<file path="src/rtl/vector_serializer.sv">
// vector_serializer
//   Captures a parallel vector from the vector adder CAPTURE_DELAY cycles
//   after a start strobe, then streams its elements out one at a time over
//   a valid/ready handshake.
//
// Configuration macro: VECTOR_SERIALIZER_RELU_EN
//   When defined, elements with the sign bit set are presented as zero on
//   out_data. The buffer contents, handshake timing, out_last and out_idx
//   are unaffected.
//
// Ports
//   clk        in   rising-edge clock
//   reset      in   synchronous active-high reset
//   start      in   strobe: adder inputs for a new vector applied this cycle
//   In_vec     in   DATA_WIDTH x [0:LENGTH-1] parallel vector from the adder
//   out_data   out  current element (0 when out_valid is low)
//   out_valid  out  out_data holds a valid element
//   out_ready  in   downstream accepts when out_valid && out_ready
//   out_last   out  high with out_valid on element LENGTH-1
//   out_idx    out  index of the current element
//   busy       out  high whenever not IDLE
//   overrun    out  sticky: start seen while busy
module vector_serializer #(
    parameter int unsigned DATA_WIDTH    = 16,
    parameter int unsigned LENGTH        = 4,
    parameter int unsigned CAPTURE_DELAY = 2
) (
    input  logic                        clk,
    input  logic                        reset,
    input  logic                        start,
    input  logic [DATA_WIDTH-1:0]       In_vec [0:LENGTH-1],
    output logic [DATA_WIDTH-1:0]       out_data,
    output logic                        out_valid,
    input  logic                        out_ready,
    output logic                        out_last,
    output logic [$clog2(LENGTH)-1:0]   out_idx,
    output logic                        busy,
    output logic                        overrun
);

    localparam int unsigned IDX_W = $clog2(LENGTH);
    localparam int unsigned CNT_W = (CAPTURE_DELAY > 0) ? $clog2(CAPTURE_DELAY + 1) : 1;
    localparam logic [IDX_W-1:0] LAST_IDX = IDX_W'(LENGTH - 1);

    typedef enum logic [1:0] {
        S_IDLE,
        S_WAIT,
        S_STREAM
    } state_e;

    state_e                  state_q, state_d;
    logic [CNT_W-1:0]        cnt_q, cnt_d;
    logic [IDX_W-1:0]        idx_q, idx_d;
    logic                    overrun_q, overrun_d;
    logic [DATA_WIDTH-1:0]   buf_q [0:LENGTH-1];
    logic [DATA_WIDTH-1:0]   buf_d [0:LENGTH-1];
    logic [DATA_WIDTH-1:0]   elem;

    always_comb begin
        state_d   = state_q;
        cnt_d     = cnt_q;
        idx_d     = idx_q;
        overrun_d = overrun_q;
        buf_d     = buf_q;

        case (state_q)
            S_IDLE: begin
                if (start) begin
                    if (CAPTURE_DELAY == 0) begin
                        // Zero delay: the adder output is already valid now.
                        buf_d   = In_vec;
                        idx_d   = '0;
                        state_d = S_STREAM;
                    end else begin
                        cnt_d   = CNT_W'(CAPTURE_DELAY);
                        state_d = S_WAIT;
                    end
                end
            end

            S_WAIT: begin
                if (start) begin
                    overrun_d = 1'b1;
                end
                cnt_d = cnt_q - CNT_W'(1);
                // Capture on the edge where the counter reaches zero.
                if (cnt_q == CNT_W'(1)) begin
                    buf_d   = In_vec;
                    idx_d   = '0;
                    state_d = S_STREAM;
                end
            end

            S_STREAM: begin
                // A start here, including on the final handshake, is dropped.
                if (start) begin
                    overrun_d = 1'b1;
                end
                if (out_ready) begin
                    if (idx_q == LAST_IDX) begin
                        idx_d   = '0;
                        state_d = S_IDLE;
                    end else begin
                        idx_d = idx_q + IDX_W'(1);
                    end
                end
            end

            default: begin
                state_d = S_IDLE;
            end
        endcase
    end

    always_ff @(posedge clk) begin
        if (reset) begin
            state_q   <= S_IDLE;
            cnt_q     <= '0;
            idx_q     <= '0;
            overrun_q <= 1'b0;
            for (int unsigned i = 0; i < LENGTH; i++) begin
                buf_q[i] <= '0;
            end
        end else begin
            state_q   <= state_d;
            cnt_q     <= cnt_d;
            idx_q     <= idx_d;
            overrun_q <= overrun_d;
            buf_q     <= buf_d;
        end
    end

    assign elem      = buf_q[idx_q];
    assign out_valid = (state_q == S_STREAM);
    assign busy      = (state_q != S_IDLE);
    assign out_idx   = idx_q;
    assign out_last  = out_valid && (idx_q == LAST_IDX);
    assign overrun   = overrun_q;

`ifdef VECTOR_SERIALIZER_RELU_EN
    assign out_data = (out_valid && !elem[DATA_WIDTH-1]) ? elem : '0;
`else
    assign out_data = out_valid ? elem : '0;
`endif

endmodule

</file>
<file path="config.mk">
export PLATFORM = sky130hd
export DESIGN_NAME = vector_serializer
export DESIGN_NICKNAME = d
export VERILOG_FILES = /design/src/rtl/vector_serializer.sv
export SDC_FILE = /design/constraint.sdc
export NUM_CORES = 1
export LEC_CHECK = 0
export ABC_AREA = 1
export BUFFER_PORTS_ARGS = -buffer_cell sky130_fd_sc_hd__buf_2
export CAP_MARGIN = 30
export CORE_UTILIZATION = 34
export CTS_BUF_LIST = sky130_fd_sc_hd__clkbuf_4
export DETAILED_ROUTE_END_ITERATION = 16
export GPL_TIMING_DRIVEN = 0
export MAX_ROUTING_LAYER = met4
export SYNTH_ARGS = -nofsm -noshare
export SYNTH_HDL_FRONTEND = slang
export SYNTH_SLANG_ARGS = --single-unit
</file>
<file path="constraint.sdc">
create_clock -name clk -period 1.6 [get_ports clk]
set_clock_uncertainty 0.15 [all_clocks]
set_input_delay 0.08 -clock clk [delete_from_list [all_inputs] [get_ports clk]]
set_output_delay 0.08 -clock clk [all_outputs]
set_load 0.05 [all_outputs]
</file>
# After elaboration in Yosys (flattened, before gate mapping)
# Index checks and enable logic that the tools add are counted.
[classes] n_lt_le_gt_ge=1 bitwise_logic=1 n_eq_ne=8 muxes=15 n_reduce_logical=11 n_addsub=2
[ops] op="$mux 16" n=3
[ops] op="$bmux 16 s2" n=1
[ops] op="$mux 2" n=8
[ops] op="$pmux 2 s2" n=2
[ops] op="$pmux 2 s3" n=1
[ops] op="$reduce_and 2->1" n=3
[ops] op="$reduce_bool 2->1" n=3
[ops] op="$eq 2x1->1 const B" n=2
[ops] op="$eq 2x2->1 const B" n=2
[ops] op="$ne 2x1->1 const B" n=2
[ops] op="$ne 2x2->1 const B" n=2
[ops] op="$reduce_and 4->1" n=1
[ops] op="$ge 3x3->1 const B" n=1
[ops] op="$not 2->3" n=1
[ops] op="$reduce_and 3->1" n=1
[ops] op="$add 2x1->2 const B" n=1
[ops] op="$logic_not 2->1" n=1
[ops] op="$reduce_or 2->1" n=1
[ops] op="$sub 2x1->2 const B" n=1
[ops] op="$logic_and 1x1->1" n=1
[word_totals] word_cells=46 in_bits=68 regBits=71

# Longest topological paths before layout
[logic_depth] depth_word=5 ltp_mapped=9 ltp_nobuf=9

# Least setup slack after synthesis
# OpenSTA, ideal clock, no wires.
[synth_timing] path_kind="reg-to-output" startpoint="register idx_q[1] (netlist: out_idx[1])" endpoint="output port out_data[10]" stages_incl_launch_ff=7 t_arrival_ns=1.983 t_required_ns=1.370 slack_ns=-0.613 cell_sequence="dfxtp_1 > buf_4 > inv_2 > buf_6 > nor2_1 > o21ai_1 > a21oi_1"
[synth_via] elab_chain_cells=5
[synth_lines] element="from (decl)" line_no="53" text="logic [IDX_W-1:0] idx_q, idx_d;"
[synth_lines] element="from (signal assigned)" line_no="127" text="idx_q <= idx_d;"
[synth_lines] element="$not 2->3 (not written as such)" line_no="133" text="assign elem = buf_q[idx_q];"
[synth_lines] element="$bmux 16 s2" line_no="133"
[synth_lines] element="$mux 16 (not written as such) (2 in series)" line_no="133"
[synth_lines] element="$mux 16" line_no="143" text="assign out_data = out_valid ? elem : '0;"
[synth_lines] element="to (decl)" line_no="32" text="output logic [DATA_WIDTH-1:0] out_data,"
# Every way passes these cells. The select of a mux whose other input is x is not followed.

# Worst setup path in the final report
[layout_timing] startpoint="register idx_q[0] (netlist: out_idx[0])" endpoint="output port out_data[13]"
# Same word-level chain as after synthesis.

==> flow_summary_export.csv <==
group,metric,value,unit
finish,fin_util,61.9,%
clock_tree,clockBufferDepth,2,
floorplan,rows,35,
floorplan,start_util,35.6,%
timing,drv_slew,0,
global_route,antenna_found_initial,0,
timing,fmax,518,MHz
detailed_routing,routed_wl,10900,um
clock_tree,path_clk_slew,0.11,ns
floorplan,dieArea,10200,um^2
logic_synthesis,synthDistinctLibCells,20,
detailed_routing,wl_per_cell,13.9,um
timing,rsz0062_at_grt,"yes",
logic_synthesis,synth_top_area_share,42.8,%
hold_path,min_path_type,"input port to flop",
detailed_routing,viasPerCell,4.63,
run_status,failed_checks,"setup timing",
clock_tree,cts-root-buf,"clkbuf_4",
global_route,grt.overflow.total,0,
logic_synthesis,seq_area_frac_synth,42.8,%
global_route,first_global_vias,3493,
timing,holdWs,0.227,ns
worst_setup_path,crit_type,"flop to output pin",
timing,worst_pin_slew,0.576,ns
timing,setup_ws,-0.330,ns
run_status,status,"complete, but fails checks",
global_route,track_usage,22.8,%
logic_synthesis,synthTopCellsByArea,"dfxtp_1, nor2_1, o21ai_1, buf_6, o21ai_0",
power,p_leak,2.25,nW
worst_setup_path,crit_top_cell,"nor2_1",
logic_synthesis,synth_seq_cells,71,
logic_synthesis,synthCells,470,
logic_synthesis,yosys_warnings,0,
floorplan,core,9330,um^2
timing,finalCriticalPeriod,1.93,ns
floorplan,num_io_pins,90,
detailed_routing,drt_iter0_drc,101,
timing,max-slew-margin-rel,61.6,%
finish,fill_cells,836,
timing,period_share,121,%
logic_synthesis,synth_area_leader_cell,"dfxtp_1",
timing,hold_violations,0,
logic_synthesis,avgSynthCellArea,7.06,um^2
finish,syn2layout_area_growth,74.0,%
worst_setup_path,required,1.37,ns
placement,dp_hpwl,7250,um
finish,drive_gt1_share,39.3,%
floorplan,fp.dieW,101,um
finish,antenna_cells,0,
logic_synthesis,syn-cell-area,3320,um^2
timing,setup_viol,16,
power,ir_drop,0.821,mV
floorplan,die_height,101,um
placement,gp_congestion,0.817,
timing,fin_tns_setup,-4.70,ns
worst_setup_path,start_kind,"flop",
finish,nets,728,
clock_tree,cts_num_sinks,71,
worst_setup_path,endpoint_kind,"output pin",
placement,port_buffers,89,
power,power.density,1280,nW/um^2
clock_tree,cts_tree,"yes",
worst_setup_path,cp_cell_sequence,"buf_12 > buf_16 > nor2_1 > nor2_1 > o21ai_2 > a21oi_4 > buf_6",
detailed_routing,route.detailed.drc,0,
placement,pre_cts_ws,-0.246,ns
detailed_routing,drt.antenna.violating_nets,0,
worst_setup_path,critPathMaxStageDelay,0.38,ns
detailed_routing,firstDrtPassIters,4,
global_route,grt_pass1_wl,16900,um
logic_synthesis,syn_nets,546,
global_route,grt_start_max_net_pins,13,
clock_tree,cts_max_level,3,
worst_setup_path,worst_path_max_delay_cell,"dfxtp_4",
clock_tree,numCtsBuffers,9,
worst_setup_path,cp_data_arrival_time,1.70,ns
worst_setup_path,critPathMaxFanout,8,
clock_tree,clock_latency,0.42,ns
detailed_routing,vias,3639,
job,drv_cap,0,
## routing by layer
metal | routed length (um) | vias up | track usage (%) | part of all wire [%]
met4 | 255 | 0 | 9.25 | 2.3
li1 | - | 1880 | - | -
met1 | 4730 | 1640 | 27.3 | 43
met5 | 0 | - | - | 0
met3 | 562 | 21 | 2.70 | 5.2
met2 | 5370 | 98 | 38.9 | 49
## path summary, 6_finish.rpt
path / start / endpoint / slack [ns] / cells past startpoint
worst max-delay path: out_idx[0] / out_data[13] / -0.33 / 7
worst min-delay path: reset / overrun / 0.23 / 3
worst max register to register: state_q[1] / buf_q[30] / 0.05 / 8
worst min register to register: overrun / overrun / 0.33 / 2
## sequential cells by signal, indices dropped and copies added (netlist names)
signal / flops
cnt_q: 2
buf_q: 64
state_q: 2
overrun: 1
out_idx: 2
## through the flow
stage / total power (W) / cell area [um^2] / std cells
floorplan: 0.00396 / 3520 / 470
global placement: 0.00449 / 4130 / 688
detailed placement: 0.00453 / 4130 / 688
CTS: 0.00699 / 5480 / 780
global route: 0.00780 / 5770 / 786
finish: 0.00740 / 5770 / 786
## critical path: cells and delay by family (launching register included)
kind,cells,cell delay (ns)
DFF,1,0.38
and+or+nand+nor,2,0.19
AOI/OAI and AO/OA,2,0.25
buffers and inverters,3,0.46
## where the power goes
group / total (W) / internal [W] / switching [W] / leakage (nW)
combinational: 0.00365 / 0.00157 / 0.00207 / 1.57
clock: 0.00163 / 0.000963 / 0.000667 / 0.107
sequential: 0.00212 / 0.00198 / 0.000144 / 0.577
total: 0.00740 / 0.00451 / 0.00288 / 2.25
## placed cells by master, fill, tap and decap left out, drive strengths merged
cell	n
clkbuf	19
nand3	3
clkinvlp	1
clkinv	1
nand2	19
dfxtp	71
buf	126
a21oi	20
bufinv	4
nand3b	1
inv	17
nor3	1
o21ai	98
dlygate4sd3	67
nor2	201
ha	8
## final cells by class
type | count | area [um^2] | area share, %
Timing Repair Buffer | 171 | 1430 | 24.8
Tap cell | 129 | 161 | 2.80
Buffer | 31 | 375 | 6.50
Multi-Input combinational cell | 351 | 2080 | 36.0
Inverter | 17 | 83.8 | 1.45
Clock buffer | 10 | 75.1 | 1.30
Clock inverter | 6 | 133 | 2.30
Sequential cell | 71 | 1440 | 24.9
## what timing repair did
action                                  in CTS  in global routing
endpoints found under the setup margin      67                 23
buffers inserted                             7                  4
hold buffers                                67                  0
endpoints found under the hold margin       70                  0
pin swaps                                    5                 20
resized for setup                          127                 60
cloned                                       2                  2
## cells by family after synthesis
family	synth area share (%)
buf+inv	10.1
compound gates	18.2
simple gates	25.8
fa+ha+maj	3.02
flops	42.8
## synth_stat cells
master	n
inv_2	3
ha_1	8
nor2_1	201
nand2_1	18
clkbuf_1	6
o21ai_0	25
inv_1	13
a21oi_1	20
buf_2	2
o21ai_1	69
o21ai_2	4
nor3_1	1
nand3_1	3
dfxtp_1	71
nand2_2	1
inv_4	1
buf_6	18
clkbuf_2	1
nand3b_1	1
buf_4	4
Note: power is estimated with default switching activity, not from simulation.
